**src/rtl/dest_ip_pkg.sv**
```systemverilog
// Shared definitions for the destination-IP table controller: FSM encoding,
// table depth, requester IDs and default abort timeout.
package dest_ip_pkg;

  typedef enum logic [2:0] {
    IDLE      = 3'd0,
    ISSUE     = 3'd1,
    WAIT_ACK  = 3'd2,
    CLR_ISSUE = 3'd3,
    CLR_WAIT  = 3'd4
  } state_t;

  localparam int   TBL_DEPTH   = 32;
  localparam int   DEF_TIMEOUT = 16;
  localparam logic REQ_HOST    = 1'b0;
  localparam logic REQ_LRN     = 1'b1;

endpackage

```
**src/rtl/rr_arb2.sv**
```systemverilog
// Two-way round-robin arbiter with a registered priority pointer and one-hot
// grant. Pointer 0 favours HOST; it flips away from whoever was granted.
module rr_arb2
  import dest_ip_pkg::*;
(
  input  logic       clk,
  input  logic       rst_n,
  input  logic [1:0] req,
  input  logic       upd,
  output logic [1:0] gnt
);

  logic ptr_q, ptr_d;

  always_comb begin
    gnt   = req;
    ptr_d = ptr_q;
    if (req == 2'b11) gnt = ptr_q ? 2'b10 : 2'b01;
    if (upd && (|gnt)) ptr_d = gnt[REQ_HOST];
  end

  always_ff @(posedge clk or negedge rst_n) begin
    if (!rst_n) ptr_q <= 1'b0;
    else        ptr_q <= ptr_d;
  end

endmodule

```
**src/rtl/dest_ip_tbl_ctrl.sv**
```systemverilog
// Arbitrates HOST/learn table accesses and a clear-all sweep onto one table port.
// Optional access abort on a missing table ack: define DEST_IP_TBL_CTRL_TIMEOUT_EN.
module dest_ip_tbl_ctrl
  import dest_ip_pkg::*;
#(
  parameter int C_S_AXI_DATA_WIDTH = 32,
  parameter int TBL_ADDR_WIDTH     = 5,
  parameter int TIMEOUT_CYCLES     = DEF_TIMEOUT
) (
  input  logic                          AXI_ACLK,
  input  logic                          AXI_RESETN,
  input  logic                          HOST_REQ,
  input  logic                          HOST_WR,
  input  logic [TBL_ADDR_WIDTH-1:0]     HOST_ADDR,
  input  logic [C_S_AXI_DATA_WIDTH-1:0] HOST_WDATA,
  output logic                          HOST_ACK,
  output logic [C_S_AXI_DATA_WIDTH-1:0] HOST_RDATA,
  output logic                          HOST_ERR,
  input  logic                          LRN_REQ,
  input  logic                          LRN_WR,
  input  logic [TBL_ADDR_WIDTH-1:0]     LRN_ADDR,
  input  logic [C_S_AXI_DATA_WIDTH-1:0] LRN_WDATA,
  output logic                          LRN_ACK,
  output logic [C_S_AXI_DATA_WIDTH-1:0] LRN_RDATA,
  output logic                          LRN_ERR,
  input  logic                          CLEAR_START,
  output logic                          CLEAR_BUSY,
  output logic                          tbl_rd_req,
  output logic                          tbl_wr_req,
  output logic [TBL_ADDR_WIDTH-1:0]     tbl_rd_addr,
  output logic [TBL_ADDR_WIDTH-1:0]     tbl_wr_addr,
  output logic [C_S_AXI_DATA_WIDTH-1:0] tbl_wr_data,
  input  logic [C_S_AXI_DATA_WIDTH-1:0] tbl_rd_data,
  input  logic                          tbl_rd_ack,
  input  logic                          tbl_wr_ack,
  output logic [31:0]                   TIMEOUT_COUNT
);

  localparam int DW = C_S_AXI_DATA_WIDTH;
  localparam int AW = TBL_ADDR_WIDTH;
  localparam logic [AW-1:0] LAST_IDX = AW'(TBL_DEPTH - 1);
  localparam logic [31:0]   TMO_LAST = 32'(TIMEOUT_CYCLES - 1);
`ifdef DEST_IP_TBL_CTRL_TIMEOUT_EN
  localparam logic TMO_EN = 1'b1;
`else
  localparam logic TMO_EN = 1'b0;
`endif

  state_t        state_q, state_d;
  logic          gid_q, gid_d, wr_q, wr_d, pend_q, pend_d;
  logic [AW-1:0] addr_q, addr_d, idx_q, idx_d;
  logic [DW-1:0] wdata_q, wdata_d, hrd_q, hrd_d, lrd_q, lrd_d;
  logic [31:0]   cnt_q, cnt_d, tcnt_q, tcnt_d;
  logic          hack_q, hack_d, lack_q, lack_d, herr_q, herr_d, lerr_q, lerr_d;
  logic [1:0]    req_v, gnt;
  logic          clr_go, ack_ok, tmo_hit, clr_st;

  // A requester still sees its own ACK/ERR pulse with REQ high; mask it so
  // the same transaction is not granted twice.
  assign req_v[REQ_HOST] = HOST_REQ & ~hack_q & ~herr_q;
  assign req_v[REQ_LRN]  = LRN_REQ  & ~lack_q & ~lerr_q;
  assign clr_go  = pend_q | CLEAR_START;
  assign ack_ok  = wr_q ? tbl_wr_ack : tbl_rd_ack;
  assign tmo_hit = TMO_EN && (cnt_q == TMO_LAST);
  assign clr_st  = (state_q == CLR_ISSUE) || (state_q == CLR_WAIT);

  rr_arb2 u_arb (
    .clk  (AXI_ACLK),
    .rst_n(AXI_RESETN),
    .req  (req_v),
    .upd  ((state_q == IDLE) && !clr_go),
    .gnt  (gnt)
  );

  always_comb begin
    state_d = state_q;
    gid_d   = gid_q;
    wr_d    = wr_q;
    addr_d  = addr_q;
    wdata_d = wdata_q;
    idx_d   = idx_q;
    pend_d  = pend_q;
    hrd_d   = hrd_q;
    lrd_d   = lrd_q;
    tcnt_d  = tcnt_q;
    cnt_d   = '0;
    hack_d  = 1'b0;
    lack_d  = 1'b0;
    herr_d  = 1'b0;
    lerr_d  = 1'b0;
    if (CLEAR_START && ((state_q == ISSUE) || (state_q == WAIT_ACK))) pend_d = 1'b1;
    case (state_q)
      IDLE: begin
        if (clr_go) begin
          state_d = CLR_ISSUE;
          idx_d   = '0;
          pend_d  = 1'b0;
        end else if (|gnt) begin
          state_d = ISSUE;
          gid_d   = gnt[REQ_LRN];
          wr_d    = gnt[REQ_LRN] ? LRN_WR    : HOST_WR;
          addr_d  = gnt[REQ_LRN] ? LRN_ADDR  : HOST_ADDR;
          wdata_d = gnt[REQ_LRN] ? LRN_WDATA : HOST_WDATA;
        end
      end
      ISSUE: state_d = WAIT_ACK;
      WAIT_ACK: begin
        cnt_d = cnt_q + 32'd1;
        if (ack_ok) begin
          state_d = IDLE;
          if (gid_q == REQ_LRN) begin
            lack_d = 1'b1;
            if (!wr_q) lrd_d = tbl_rd_data;
          end else begin
            hack_d = 1'b1;
            if (!wr_q) hrd_d = tbl_rd_data;
          end
        end else if (tmo_hit) begin
          state_d = IDLE;
          lerr_d  = (gid_q == REQ_LRN);
          herr_d  = (gid_q == REQ_HOST);
          if (tcnt_q != '1) tcnt_d = tcnt_q + 32'd1;
        end
      end
      CLR_ISSUE: state_d = CLR_WAIT;
      CLR_WAIT: begin
        cnt_d = cnt_q + 32'd1;
        // A timed-out clear write just skips that entry.
        if (tbl_wr_ack || tmo_hit) begin
          if (!tbl_wr_ack && (tcnt_q != '1)) tcnt_d = tcnt_q + 32'd1;
          if (idx_q == LAST_IDX) begin
            state_d = IDLE;
          end else begin
            idx_d   = idx_q + 1'b1;
            state_d = CLR_ISSUE;
          end
        end
      end
      default: state_d = IDLE;
    endcase
  end

  always_ff @(posedge AXI_ACLK or negedge AXI_RESETN) begin
    if (!AXI_RESETN) begin
      state_q <= IDLE;
      gid_q   <= REQ_HOST;
      wr_q    <= 1'b0;
      addr_q  <= '0;
      wdata_q <= '0;
      idx_q   <= '0;
      pend_q  <= 1'b0;
      hrd_q   <= '0;
      lrd_q   <= '0;
      cnt_q   <= '0;
      tcnt_q  <= '0;
      hack_q  <= 1'b0;
      lack_q  <= 1'b0;
      herr_q  <= 1'b0;
      lerr_q  <= 1'b0;
    end else begin
      state_q <= state_d;
      gid_q   <= gid_d;
      wr_q    <= wr_d;
      addr_q  <= addr_d;
      wdata_q <= wdata_d;
      idx_q   <= idx_d;
      pend_q  <= pend_d;
      hrd_q   <= hrd_d;
      lrd_q   <= lrd_d;
      cnt_q   <= cnt_d;
      tcnt_q  <= tcnt_d;
      hack_q  <= hack_d;
      lack_q  <= lack_d;
      herr_q  <= herr_d;
      lerr_q  <= lerr_d;
    end
  end

  assign HOST_ACK      = hack_q;
  assign LRN_ACK       = lack_q;
  assign HOST_ERR      = herr_q;
  assign LRN_ERR       = lerr_q;
  assign HOST_RDATA    = hrd_q;
  assign LRN_RDATA     = lrd_q;
  assign TIMEOUT_COUNT = tcnt_q;
  assign CLEAR_BUSY    = pend_q | clr_st;
  assign tbl_rd_req    = (state_q == ISSUE) && !wr_q;
  assign tbl_wr_req    = ((state_q == ISSUE) && wr_q) || (state_q == CLR_ISSUE);
  assign tbl_rd_addr   = addr_q;
  assign tbl_wr_addr   = clr_st ? idx_q : addr_q;
  assign tbl_wr_data   = clr_st ? '0 : wdata_q;

endmodule
```
**config.mk**
```make
export PLATFORM = sky130hd
export DESIGN_NAME = dest_ip_tbl_ctrl
export DESIGN_NICKNAME = d
export VERILOG_FILES = /design/src/rtl/dest_ip_pkg.sv /design/src/rtl/rr_arb2.sv /design/src/rtl/dest_ip_tbl_ctrl.sv
export SDC_FILE = /design/constraint.sdc
export NUM_CORES = 1
export LEC_CHECK = 0
export BUFFER_PORTS_ARGS = -buffer_cell sky130_fd_sc_hd__clkbuf_2
export CAP_MARGIN = 20
export CORE_MARGIN = 2
export CORE_UTILIZATION = 30
export CTS_CLUSTER_DIAMETER = 100
export DETAILED_ROUTE_END_ITERATION = 7
export GPL_ROUTABILITY_DRIVEN = 1
export PLACE_DENSITY_LB_ADDON = 0.12
export SYNTH_ARGS = -nofsm -noshare
export SYNTH_HDL_FRONTEND = slang
export SYNTH_SLANG_ARGS = --single-unit
```
**constraint.sdc**
```tcl
create_clock -name AXI_ACLK -period 2.72 [get_ports AXI_ACLK]
set_clock_uncertainty 0.05 [all_clocks]
set_input_delay 0.272 -clock AXI_ACLK [delete_from_list [all_inputs] [get_ports AXI_ACLK]]
set_output_delay 0.272 -clock AXI_ACLK [all_outputs]
set_load 0.005 [all_outputs]
```
## Word-level counts from Yosys, hierarchy flattened

Cells that the tools add are included.

| word-level totals | value |
|---|---|
| flip-flop bits (word level) | 147 |
| input bits | 115 |
| output and inout port bits | 145 |
| word-level logic and storage cells | 84 |

| cells by class | value |
|---|---|
| bitwise gates (word level) | 9 |
| multiplexer cells | 27 |
| reduce and logical (&&, ||, !) cells | 21 |
| $add $sub $neg | 2 |
| equal/unequal tests | 12 |

Operators with widths:

| cell | number |
|---|---|
| $mux 32 | 2 |
| $add 32x1->32 const B | 1 |
| $ne 32x32->1 const B | 1 |
| $mux 5 | 5 |
| $pmux 3 s5 | 1 |
| $mux 3 | 4 |
| $reduce_and 4->1 | 3 |
| $mux 1 | 11 |
| $pmux 5 s2 | 1 |
| $reduce_and 3->1 | 3 |
| $ne 2x2->1 const B | 4 |
| $eq 3x2->1 const B | 2 |
| $logic_and 1x1->1 | 6 |
| $mux 2 | 3 |
| $add 5x1->5 const B | 1 |
| $eq 5x5->1 const B | 1 |
| $not 1->1 | 5 |
| $eq 3x1->1 const B | 1 |
| $eq 3x3->1 const B | 1 |
| $logic_not 1->1 | 3 |
| $logic_not 3->1 | 1 |
| $logic_or 1x1->1 | 3 |
| $ne 3x2->1 const B | 1 |
| $and 1x1->1 | 2 |
| other kinds (4) | 5 |

## Longest topological paths before layout

| depth | value |
|---|---|
| depth in word-level cells | 8 |
| gate-level depth with buffers | 6 |
| gate-level depth less buffers | 6 |

## Hierarchy

From an unflattened synthesis, not the netlist that was laid out.

| unflattened totals | value |
|---|---|
| cells, all modules | 510 |
| area, all modules | 6342.3 um^2 |

By module, submodules not included:

| module | area an instance (um^2) | times used | sequential area each (um^2) | cells each |
|---|---|---|---|---|
| dest_ip_tbl_ctrl | 6287.3 | 1 | 3653.5 | 504 |
| rr_arb2 | 55.1 | 1 | 25.0 | 6 |

## Worst setup path before layout

No wires, ideal clock.

| timing | value |
|---|---|
| path kind | register to register |
| start | register idx_q[0] |
| end | register idx_q[0] |
| required time | 2.545 ns |
| setup time | 0.125 ns |
| period minus slack after synthesis | 2.048 ns |
| stages on the path, launching flop included | 7 |
| slack | 0.672 ns |
| buffers on the path | 0 |
| data arrival time | 1.873 ns |
| cells stage by stage | dfrtp_1 -> ha_1 -> and3_1 -> ha_1 -> nand2b_1 -> a211oi_1 -> mux2_2 |

| on the way | value |
|---|---|
| longest elaborated chain between the ends | 4 |
| elaborated cells between the ends (all ways) | 7 |
| classes of those cells | add/sub: 1; eq/ne: 2; mux: 3; reduce/logical: 1 |

Ends and longest elaborated chain:

| what | line | text |
|---|---|---|
| start, declared | dest_ip_tbl_ctrl.sv:51 | `logic [AW-1:0] addr_q, addr_d, idx_q, idx_d;` |
| start signal, assigned | dest_ip_tbl_ctrl.sv:166 | `idx_q <= idx_d;` |
| $add 5x1->5 | dest_ip_tbl_ctrl.sv:134 | `idx_d = idx_q + 1'b1;` |
| $mux 5 | dest_ip_tbl_ctrl.sv:131 | `if (idx_q == LAST_IDX) begin` |
| $mux 5 | dest_ip_tbl_ctrl.sv:129 | `if (tbl_wr_ack \|\| tmo_hit) begin` |
| $pmux 5 s2 | dest_ip_tbl_ctrl.sv:92 | `case (state_q)` |

Parallel ways exist; a longest one is shown, timed or not. The select of a mux whose other input is x is not followed.
A chain may end at the register's enable or synchronous reset.

## Worst setup path in the final report

| timing | value |
|---|---|
| start | register state_q[0] |
| end | output port tbl_wr_data[5] |

| on the way | value |
|---|---|
| longest elaborated chain between the ends | 3 |
| elaborated cells between the ends (all ways) | 4 |
| classes of those cells | eq/ne: 2; mux: 1; reduce/logical: 1 |

Ends and longest elaborated chain:

| what | line | text |
|---|---|---|
| start, declared | dest_ip_tbl_ctrl.sv:49 | `state_t state_q, state_d;` |
| start signal, assigned | dest_ip_tbl_ctrl.sv:161 | `state_q <= state_d;` |
| $eq 3x2->1 / $eq 3x3->1 (equally long branches) | dest_ip_tbl_ctrl.sv:65 | `assign clr_st = (state_q == CLR_ISSUE) \|\| (state_q == CLR_WAIT);` |
| $logic_or 1x1->1 * | dest_ip_tbl_ctrl.sv:65 |  |
| $mux 32 * | dest_ip_tbl_ctrl.sv:191 | `assign tbl_wr_data = clr_st ? '0 : wdata_q;` |
| end, declared | dest_ip_tbl_ctrl.sv:32 | `output logic [C_S_AXI_DATA_WIDTH-1:0] tbl_wr_data,` |

Every way passes the cells marked *; elsewhere a longest branch is shown, timed or not.

==> reports/metrics.csv <==
metric,value,unit
HPWL after detailed placement,12.6,mm
post-synthesis cell area,6570,um^2
Overall Global Routing Usage,15.6,%
Reg power frac,37.5,%
Netlist cell types,48,
Final Hold Vio Count,0,
post-route DRC violation count,0,
clock latency at the later pin of the worst-skew pair,0.42,ns
post-synthesis compound-gate area fraction,9.73,%
first-pass GRT wire length,28.8,mm
# rows,54,
area share of fa/ha/maj cells after synthesis,0.381,%
Antenna diodes,0,
number of global-route vias before repair,5252,
r2r endpoint,idx_q[1]$_DFFE_PN0P_,
worst flop-to-flop path startpoint,idx_q[0]$_DFFE_PN0P_,
Final Routed Wirelength,17.7,mm
cell depth of the worst flop-to-flop path,6,
final setup vio count,0,
metal2 WL,8.24,mm
Ports,260,
CTS clock-pin slew for the worst setup and hold paths,0.07,ns
wire per inst,16.9,um
final core occ,39.7,%
Pwr Total,9130,uW
largest family of logic cells by synthesized area,multiplexers,
Simple-Gate Fraction of Synth Area,11.4,%
ys async rst share,100,%
Sw Pwr,3160,uW
max-slew violation count,0,
CTS Buf Count,17,
clock root cell,clkbuf_16,
Post-Syn Area per Cell,12.3,um^2
Hold Path Cell Cnt,3,
Finished Layout Cells,1046,
Post-synth EDFFs,0,
Final nets,870,
Final Cycle Share,95.3,%
via count,4779,
TNS Setup,0,ns
Post-Synth XOR/XNOR Area,0,%
die extent in y,152,um
largest net degree at the start of global routing,59,
Port-buffer cells,257,
startpoint types,flop,
Initial Util,30.3,%
First-pass DRT Iterations,4,
initial antenna violation count,0,
WL met1,7.99,mm
worst min path class,input pin to flop,
layout cells sized above 1,50.7,%
chip width,152,um
Max-Cap Viols,0,
hold_ws,0.0253,ns
worst hold path startpoint,LRN_WDATA[29],
reg2reg setup slack,0.46,ns
CP arrival,2.27,ns
CTS HTree Levels,4,
Synth Warn #,0,
hold worst-path end,wdata_q[29]$_DFFE_PN0P_,
CTS Sinks,147,
Placer Congestion,0.792,
f_max,386,MHz
Die ar.,23100,um^2
leakage,0.00446,uW
critical path type,flop to output pin,
TritonCTS clock tree,built,
status,"finished, final reports clean",
global route overflow,0,
Peak VDD IR,0.000347,V
synthesized instance count,533,
"flops & latches, synth",147,
Clock Path Buffers,2,
Cell Int Power,5970,uW
Worst EP required,2.40,ns
ys flop type,dfrtp_1,
Highest Signal Layer,met4,
area grow syn2layout,31.0,%
clock power share,25.9,%
dpl cells,1013,
core area,21700,um^2
met3 wire len,1.30,mm
Worst Path Max Fanout,24,
Slew headroom,41.5,%
DR iter-0 viols,133,
final worst path period need,2.59,ns
RSZ-0062 raised after global routing,false,
CP Capture Type,output pin,
vias per cell,4.57,
DRT antenna net count,0,
post-synthesis mux area share,12.8,%
pwr dens,1060,nW/um^2
Switching Share,34.6,%
combinational share of power,36.7,%
sequential fraction of the synthesis area,56.0,%
actual slew at the worst max-slew pin,0.877,ns
power by group through the flow:
| stage | Clock, uW | Sequential (uW) | Combinational (uW) |
|---|---|---|---|
| floorplan | 0 | 3350 | 1970 |
| global placement | 0 | 3440 | 3350 |
| detailed placement | 0 | 3460 | 3400 |
| CTS | 2440 | 3430 | 3410 |
| global route | 2540 | 3540 | 3720 |
| finish | 2360 | 3420 | 3350 |
cell usage in the layout, fill, tap and decap left out, drive strengths merged, types with 2 or more instances in the layout:
cell type / instances
a211oi: 2
clkinv: 3
o21ai: 4
nand2: 2
clkinvlp: 2
ha: 2
and2: 32
nor2b: 3
a21oi: 2
mux2: 72
buf: 12
a221oi: 38
mux2i: 3
and3b: 2
inv: 87
nor3b: 3
and3: 3
dfrtp: 147
nor2: 4
or3: 2
nor3: 6
or4b: 2
nand2b: 2
nor4: 38
conb: 2
clkbuf: 273
cell type report:
cell class	instances	area, um^2
clock buffer	17	425
clock inverter	15	164
fill	2109	13100
inverter	78	293
multi-input combinational	240	2270
sequential	147	3680
tap	280	350
timing repair buffer	269	1420
what timing repair did:
action,CTS,global route
resized for setup,2,2
endpoints found under the setup margin,24,25
setup buffers,0,0
hold endpoints to repair,55,0
hold buffers,1,0
pin swaps,0,0
sequential cells by signal (all words and copies together), names as in the netlist:
register	cells
HOST_RDATA	32
gid_q	1
LRN_ACK	1
tbl_rd_addr	5
idx_q	5
LRN_RDATA	32
u_arb.ptr_q	1
state_q	3
wr_q	1
TIMEOUT_COUNT	32
wdata_q	32
pend_q	1
HOST_ACK	1
cells by family after synthesis:
kind of cell	Yosys count
buf+inv	147
flops	147
simple gates	106
mux	75
compound gates	55
fa+ha+maj	2
other cells	1
metal layers:
| metal | track usage, % | up-vias |
|---|---|---|
| li1 | - | 2266 |
| met3 | 5.39 | 9 |
| met5 | 0 | - |
| met4 | 3.65 | 0 |
| met1 | 20.2 | 2315 |
| met2 | 25.2 | 189 |
stage by stage:
stage,setup slack (ns),cell area [um^2]
2_1_floorplan,0.672,6580
3_3_place_gp,0.518,8000
3_5_place_dp,0.436,8000
4_1_cts,0.0348,8600
5_1_grt,0.0140,8610
6_report,0.127,8610
Yosys cell counts (all sizes together), types with 4 or more instances:
library cell	number	share of area, %
nor2	4	0.23
o21ai	4	0.30
nor3	6	0.70
clkbuf	44	2.5
dfrtp	147	56
and2	32	3.0
buf	25	2.7
inv	78	4.5
nor4	38	4.5
mux2	72	12
a221oi	38	7.9
worst max-delay path: stages, from the launching register on:
cell and delay, ns:
dfrtp_2 0.50, or3b_1 0.45, a21boi_4 0.19, buf_4 0.20
buf_4 0.21, and2_1 0.18, clkbuf_2 0.11
worst max-delay path by stage:
| stage | slack [ns] | from | cells after the start | endpoint |
|---|---|---|---|---|
| 2_1_floorplan | 0.67 | idx_q[0]$_DFFE_PN0P_ | 6 | idx_q[0]$_DFFE_PN0P_ |
| 3_3_place_gp | 0.52 | state_q[2]$_DFFE_PN0P_ | 6 | tbl_wr_data[7] |
| 3_5_place_dp | 0.44 | state_q[2]$_DFFE_PN0P_ | 6 | tbl_wr_data[12] |
| 4_1_cts | 0.03 | state_q[1]$_DFFE_PN0P_ | 6 | tbl_wr_data[19] |
| 5_1_grt | 0.01 | state_q[2]$_DFFE_PN0P_ | 6 | tbl_wr_data[19] |
| 6_report | 0.13 | state_q[0]$_DFFE_PN0P_ | 6 | tbl_wr_data[5] |
No activity file was read; power rests on OpenSTA's default activity.
